## src/rtl/usb_tx_pkg.sv

```systemverilog
// Shared types and constants for the USB transmit serializer.
package usb_tx_pkg;

    typedef enum logic [1:0] {
        IDLE,
        SOP,
        DATA,
        EOP
    } tx_state_t;

    localparam logic [7:0] SYNC_BYTE = 8'h80;
    localparam int unsigned DEF_EOP_LEN = 2;

endpackage

```

## src/rtl/tx_byte_buf.sv

```systemverilog
// One-entry holding register between the byte handshake and the shift register.
module tx_byte_buf (
    input  logic       clk,
    input  logic       rst_L,
    input  logic [7:0] data,
    input  logic       last,
    input  logic       push,
    input  logic       pop,
    output logic [7:0] hold_data,
    output logic       hold_last,
    output logic       hold_valid
);

    // push is only offered while empty and pop only while full, so they never coincide
    always_ff @(posedge clk) begin
        if (!rst_L) begin
            hold_data  <= '0;
            hold_last  <= 1'b0;
            hold_valid <= 1'b0;
        end else if (push) begin
            hold_data  <= data;
            hold_last  <= last;
            hold_valid <= 1'b1;
        end else if (pop) begin
            hold_valid <= 1'b0;
        end
    end

endmodule

```

## src/rtl/usb_tx_serializer.sv

```systemverilog
// Packet serializer: SOP sync pattern, payload bits LSB-first, then EOP request,
// holding the current bit whenever the downstream bit stuffer pauses.
module usb_tx_serializer
    import usb_tx_pkg::*;
#(
    parameter int unsigned EOP_LEN = DEF_EOP_LEN
) (
    input  logic       clk,
    input  logic       rst_L,
    input  logic [7:0] byte_in,
    input  logic       byte_valid,
    input  logic       byte_last,
    output logic       byte_ready,
    input  logic       pause,
    output logic       outb,
    output logic       start,
    output logic       sending,
    output logic       se0,
    output logic       done,
    output logic       underrun
);

    localparam logic [1:0] EOP_LAST = 2'(EOP_LEN - 1);

    tx_state_t  state;
    tx_state_t  next_state;
    logic [2:0] bitcnt;
    logic [1:0] eopcnt;
    logic [7:0] shreg;
    logic       cur_last;

    logic [7:0] hold_data;
    logic       hold_last;
    logic       hold_valid;
    logic       push;
    logic       pop;
    logic       last_bit;
    logic       eop_end;

    assign byte_ready = ~hold_valid & (state != EOP);
    assign push       = byte_valid & byte_ready;
    assign last_bit   = (state == DATA) && (bitcnt == 3'd7) && !pause;
    assign eop_end    = (state == EOP) && (eopcnt == EOP_LAST) && !pause;
    assign pop        = ((state == SOP) && (bitcnt == 3'd7))
                      || (last_bit && !cur_last && hold_valid);

    tx_byte_buf u_buf (
        .clk       (clk),
        .rst_L     (rst_L),
        .data      (byte_in),
        .last      (byte_last),
        .push      (push),
        .pop       (pop),
        .hold_data (hold_data),
        .hold_last (hold_last),
        .hold_valid(hold_valid)
    );

    always_ff @(posedge clk) begin
        if (!rst_L) begin
            state <= IDLE;
        end else begin
            state <= next_state;
        end
    end

    always_comb begin
        next_state = state;
        case (state)
            IDLE: if (hold_valid) next_state = SOP;
            SOP:  if (bitcnt == 3'd7) next_state = DATA;
            DATA: begin
                if (last_bit) begin
                    if (cur_last || !hold_valid) next_state = EOP;
                    else                         next_state = DATA;
                end
            end
            EOP:  if (eop_end) next_state = IDLE;
            default: next_state = IDLE;
        endcase
    end

    // bitcnt wraps 7 -> 0 on its own, which is exactly the reload value for the next byte
    always_ff @(posedge clk) begin
        if (!rst_L) begin
            bitcnt   <= '0;
            eopcnt   <= '0;
            shreg    <= '0;
            cur_last <= 1'b0;
        end else begin
            case (state)
                IDLE: begin
                    bitcnt <= '0;
                    eopcnt <= '0;
                end
                SOP: begin
                    bitcnt <= bitcnt + 3'd1;
                    if (bitcnt == 3'd7) begin
                        shreg    <= hold_data;
                        cur_last <= hold_last;
                    end
                end
                DATA: begin
                    eopcnt <= '0;
                    if (!pause) begin
                        bitcnt <= bitcnt + 3'd1;
                        if (pop) begin
                            shreg    <= hold_data;
                            cur_last <= hold_last;
                        end else begin
                            shreg <= {1'b0, shreg[7:1]};
                        end
                    end
                end
                EOP: begin
                    if (!pause) eopcnt <= eopcnt + 2'd1;
                end
                default: begin
                    bitcnt <= '0;
                    eopcnt <= '0;
                end
            endcase
        end
    end

    always_comb begin
        outb     = 1'b0;
        start    = 1'b0;
        sending  = 1'b0;
        se0      = 1'b0;
        done     = 1'b0;
        underrun = 1'b0;
        case (state)
            SOP: begin
                start   = 1'b1;
                sending = 1'b1;
                outb    = SYNC_BYTE[bitcnt];
            end
            DATA: begin
                sending  = 1'b1;
                outb     = shreg[0];
                underrun = last_bit && !cur_last && !hold_valid;
            end
            EOP: begin
                sending = 1'b1;
                se0     = !pause;
                done    = eop_end;
            end
            default: ;
        endcase
    end

endmodule

```

## config.mk

```make
export PLATFORM = sky130hd
export DESIGN_NAME = usb_tx_serializer
export DESIGN_NICKNAME = d
export VERILOG_FILES = /design/src/rtl/usb_tx_pkg.sv /design/src/rtl/tx_byte_buf.sv /design/src/rtl/usb_tx_serializer.sv
export SDC_FILE = /design/constraint.sdc
export NUM_CORES = 1
export LEC_CHECK = 0
export ABC_AREA = 1
export CAP_MARGIN = 5
export CORE_MARGIN = 10
export CORE_UTILIZATION = 57
export CTS_CLUSTER_SIZE = 20
export DETAILED_ROUTE_END_ITERATION = 8
export PLACE_DENSITY = 0.83
export REMOVE_ABC_BUFFERS = 1
export SYNTH_ARGS = -nofsm -noshare
export SYNTH_HDL_FRONTEND = slang
export SYNTH_HIERARCHICAL = 1
export SYNTH_SLANG_ARGS = --single-unit
```

## constraint.sdc

```tcl
create_clock -name clk -period 3.35 [get_ports clk]
set_clock_uncertainty 0.2 [all_clocks]
set_input_delay 0.67 -clock clk [delete_from_list [all_inputs] [get_ports clk]]
set_output_delay 0.67 -clock clk [all_outputs]
set_load 0.02 [all_outputs]
```

=== Word-level counts from Yosys, hierarchy flattened ===
Memories as Yosys holds them, arrays and structs flattened. A register that Yosys moved wholly into a read port is not among the register bits.
Cells that the tools add are included.

* Register bits after elaboration: 26
* Memory bits (read-only): 8
* Bits of input ports: 13
* Output and inout port bits: 7
* Word-level logic and storage cells: 82
* Memories: 1

* $add $sub $neg: 2
* Order comparisons: 1
* Equality and inequality tests: 13
* Mux-type cells: 29
* Bitwise logic cells: 3
* Reduce and logical (&&, ||, !) cells: 25

{| class="wikitable"
|+ Memory list
! name !! words !! bits a word !! read ports !! clocked after Yosys merged registers in !! wr ports !! line !! RTL
|-
| (no name shown) || 8 || 1 || 1 || 1 || 0 || usb_tx_serializer.sv:137 || <nowiki>outb = SYNC_BYTE[bitcnt];</nowiki>
|}

{| class="wikitable"
|+ Operators with widths
! operator !! number
|-
| 2-to-1 mux 8 bit || 3
|-
| case mux 8 bit (2 select lines) || 1
|-
| 2-to-1 mux 1 bit || 12
|-
| != test 2 bit, second input constant || 6
|-
| 2-to-1 mux 2 bit || 5
|-
| 2-to-1 mux 3 bit || 3
|-
| case mux 3 bit (3 select lines) || 1
|-
| logical AND 1 bit || 8
|-
| case mux 2 bit (4 select lines) || 1
|-
| AND reduction 4 bit || 2
|-
| nonzero test 2 bit || 3
|-
| equality test 2 x 1 -> 1 bit, second input constant || 2
|-
| equality test 2 bit, second input constant || 2
|-
| less-than comparator 3 x 4 -> 1 bit, second input constant || 1
|-
| != test 2 x 1 -> 1 bit, second input constant || 2
|-
| case mux 1 bit (2 select lines) || 2
|-
| case mux 2 bit (2 select lines) || 1
|-
| AND reduction 2 bit || 2
|-
| adder 3 x 1 -> 3 bit, second input constant || 1
|-
| equality test 3 bit, second input constant || 1
|-
| logical NOT 1 bit || 3
|-
| AND reduction 3 bit || 1
|-
| nonzero test 3 bit || 1
|-
| OR reduction 3 bit || 1
|-
| 6 further kinds || 8
|}

=== Logic depth before layout (Yosys ltp) ===
* Depth after elaboration: 9
* Mapped depth: 11
* Gate-level depth less buffers: 10

=== Cells and area by module ===
Netlist, hierarchy kept.

{| class="wikitable"
|+ Modules (own cells, without submodules)
! module !! times used !! cells an instance !! area each (sq um) !! seq. area each (sq um)
|-
| usb_tx_serializer || 1 || 153 || 1087.3 || 340.3
|-
| tx_byte_buf || 1 || 43 || 346.6 || 200.2
|}

=== Worst setup path after synthesis ===
No wires, ideal clock.

* Path kind: reg-to-output
* Start point: register state[0]
* End point: output port underrun
* Arrival: 1414 ps
* Required time: 2480 ps
* Setup slack: 1066 ps
* Cell stages (with the launch flop): 6
* Path buffers: 1
* Path through: dfxtp_1 inv_1 ha_1 buf_6 nand2_2 nor4_1

* Cells in the longest elaborated chain, start to end: 6

{| class="wikitable"
|+ Ends and longest elaborated chain
! element !! line !! RTL
|-
| start: declaration || usb_tx_serializer.sv:25 || <nowiki>tx_state_t state;</nowiki>
|-
| start signal: assignment || usb_tx_serializer.sv:63 || <nowiki>state <= next_state;</nowiki>
|-
| equality test 2 bit (*) || usb_tx_serializer.sv:42, usb_tx_serializer.sv:133 ||
|-
| logical AND 1 bit (2 in a row) || usb_tx_serializer.sv:42 || <nowiki>assign last_bit = (state == DATA) && (bitcnt == 3'd7) && !pause;</nowiki>
|-
| logical AND 1 bit (2 in a row) || usb_tx_serializer.sv:142 || <nowiki>underrun = last_bit && !cur_last && !hold_valid;</nowiki>
|-
| 2-to-1 mux 1 bit (*) || usb_tx_serializer.sv:133 || <nowiki>case (state)</nowiki>
|-
| end: declaration || usb_tx_serializer.sv:20 || <nowiki>output logic underrun</nowiki>
|}

Mark *: on every way between the ends. The rest lies on a longest branch, timed or not.

=== Worst setup path in the final report ===
* Start point: input port pause
* End point: output port done

* Cells in the longest elaborated chain, start to end: 3

{| class="wikitable"
|+ Ends and longest elaborated chain
! element !! line !! RTL
|-
| start: declaration || usb_tx_serializer.sv:14 || <nowiki>input logic pause,</nowiki>
|-
| logical NOT 1 bit || usb_tx_serializer.sv:43 || <nowiki>assign eop_end = (state == EOP) && (eopcnt == EOP_LAST) && !pause;</nowiki>
|-
| logical AND 1 bit || usb_tx_serializer.sv:43 ||
|-
| 2-to-1 mux 1 bit || usb_tx_serializer.sv:133 ||
|-
| end: declaration || usb_tx_serializer.sv:19 || <nowiki>output logic done,</nowiki>
|}

Every way passes these cells.

==> impl_metrics.ini <==
[setup_path]
critical_path_class = input pin to output port
max_stage_delay_ns = 0.61
cp_max_fo = 4
crit_chain = clkdlybuf4s50_1 -> or2_2 -> nor2_1 -> clkdlybuf4s50_1
cpMostUsedCell = clkdlybuf4s50_1
rr_startpoint = state[0]$_SDFFE_PN0P_
slowest_stage = clkdlybuf4s50_1
r2r_slack_ns = 1.41
worst_setup_path_start_kind = input pin
cp.required_ns = 2.48
arrival_ns = 2.19
rr_endpoint = shreg[4]$_SDFFE_PN0P_
reg2reg_depth = 10
end_kind = output port

[drt]
ant_nets = 0
routed_wl_um = 3204
wl_per_cell_um = 12.92
viasPerCell = 5.315
dr.first_iter.drc_count = 83
vias = 1318
drc_errors = 0
first_pass_iters = 4

[grt]
grt_overflow_total = 0
grt_max_degree = 17
grt_util_all_layers = 0.1305
antenna_found_initial = 0
grt_pass1_vias = 1297
grt_pass1_wl_um = 5499

[floorplan]
ios = 20
rows = 18
start_util = 0.5895
die_area_um2 = 4922
die_x_um = 70.16
core-area_um2 = 2432
die_y_um = 70.16

[placed_design]
dp_hpwl_um = 2450
place_congestion = 0.8258
port_buffers = 19

[power_and_ir_drop]
switching_share = 0.4503
p_seq_frac = 0.355
intPower_uw = 724.5
power.share.clock = 0.112
switching_power_uw = 593.4
p_leak_uw = 0.0007650
ir_drop_mv = 0.6858
p_total_uw = 1318
power_density_nw_per_um2 = 787.8
p_comb_frac = 0.533

[yosys]
syn-instance-count = 196
synth_seq_area_share = 0.3770
syn_area_per_cell_um2 = 7.316
synth.distinct_cells = 28
syn_area_um2 = 1434
ys_ff_latch = 27
ys.warnings.count = 6
synth-edff-count = 0
synth_ff_type = dfxtp_1
async_reset_ff_frac = 0

[clock_tree]
cts_tree = done
cts_inserted_buffers = 3
cts_setup_buffers = 0
holdBufCountCts = 0
cts_root_buffer = clkbuf_4
clk_latency_ns = 0.34
clock_sink_count = 27
cts.htree.levels = 1
clockBufferDepth = 2
clkTransAtPathRegs_ns = 0.15
cts_resized = 0

[flow_run]
cap_violations = 0

[timing]
finalSetupTns_ns = 0
min_period_ns = 3.062
max_freq_ghz = 0.3266
setup_viol = 0
max_slew_margin = 0.7531
tightest_slew_ns = 0.3695
slew_violations = 0
grt_setup_unrepaired = no
final-hold-violation-count = 0
period_share = 0.9141

[cells_and_area]
fill_cells = 221
layout_commonest_cell = nor2_1
num_antenna_cells = 0
drive_gt1_frac = 0.09174
areaGrowthSynthToFinish_pct = 16.67
mostFrequentLayoutCells = nor2_1 (42), nand2_1 (32), dfxtp_1 (27), inv_1 (24), clkdlybuf4s50_1 (19)
nets = 241

[worst_hold_path]
min_path_type = flop to flop
hold_end = eopcnt[0]$_SDFFE_PN0P_
min_from = eopcnt[0]$_SDFFE_PN0P_
whs_path_depth = 1

[run_status]
status = finished clean
==> cell usage after synthesis (2+ instances only) <==
library cell / count / area share
nor2_1: 42 / 0.11
nand2_1: 32 / 0.084
dfxtp_1: 27 / 0.38
inv_1: 24 / 0.063
o21ai_0: 16 / 0.056
ha_1: 9 / 0.079
nand4_1: 8 / 0.035
nand3_1: 7 / 0.024
a21oi_1: 6 / 0.021
buf_6: 3 / 0.024
nand2_2: 3 / 0.013
nand3_4: 2 / 0.024
o21ai_1: 2 / 0.0070
==> routing by layer <==
layer  GRT usage  part of all wire  up-vias
li1            -                 -      666
met1      0.1404              0.41      607
met2      0.2296              0.52       36
met3     0.03249             0.044        9
met4     0.06579             0.024        0
met5           0                 0        -
==> worst max-delay path: cells and delay by family <==
kind,cells,cell delay [ns]
AND/OR/NAND/NOR,2,0.46
buffers and inverters,2,1.05
==> power groups by stage <==
stage          Sequential (uW)  Clock [uW]  Combinational, uW
2_1_floorplan              459           0                528
3_3_place_gp               467           0                663
3_5_place_dp               475           0                703
4_1_cts                    468         148                708
5_1_grt                    479         159                805
6_report                   468         147                702
==> logic make-up (layout without fill, tap and decap cells) <==
kind of cell / count (synthesis) / count (layout) / synth area share
compound gates: 26 / 26 / 0.09425
fa+ha+maj: 9 / 9 / 0.07854
buf+inv: 30 / 52 / 0.09948
flops: 27 / 27 / 0.3770
simple gates: 104 / 104 / 0.3508
==> metrics by stage <==
step	worst slack (ns)	area (um2)	instances	hold slack (ns)	utilization
6_report	0.2879	1673	248	0.2836	0.6878
5_1_grt	0.2257	1673	248	0.3309	0.6878
4_1_cts	0.2813	1673	248	0.2844	0.6878
3_5_place_dp	0.2855	1645	244	0.2661	0.6764
3_3_place_gp	0.3443	1645	244	0.2526	0.6764
2_1_floorplan	0.7991	1388	191	0.2321	-
==> state kept, by name, summed over array words and instances (netlist names), named ones only <==
| register | flops |
|---|---|
| bitcnt | 3 |
| cur_last | 1 |
| eopcnt | 2 |
| shreg | 8 |
| state | 2 |
| u_buf/hold_data | 8 |
| u_buf/hold_last | 1 |
| u_buf/hold_valid | 1 |
==> final cells by class <==
type                            count  area, um2  share of cell area
Inverter                           25      96.34             0.05759
Clock buffer                        3      22.52             0.01346
Timing Repair Buffer               23      220.2              0.1316
Tap cell                           30      37.54             0.02244
Clock inverter                      1      5.005            0.002992
Sequential cell                    27      540.5              0.3231
Multi-Input combinational cell    139      750.7              0.4488
==> how the worst max path moves through the flow <==
stage                           from        to  slack (ns)
4_1_cts                        pause      done        0.28
3_5_place_dp                   pause      done        0.29
2_1_floorplan  state[0]$_SDFFE_PN0P_  underrun        0.80
3_3_place_gp                   pause      done        0.34
5_1_grt        state[1]$_SDFFE_PN0P_      outb        0.23
6_report                       pause      done        0.29
No activity file was read; power rests on OpenSTA's default activity.
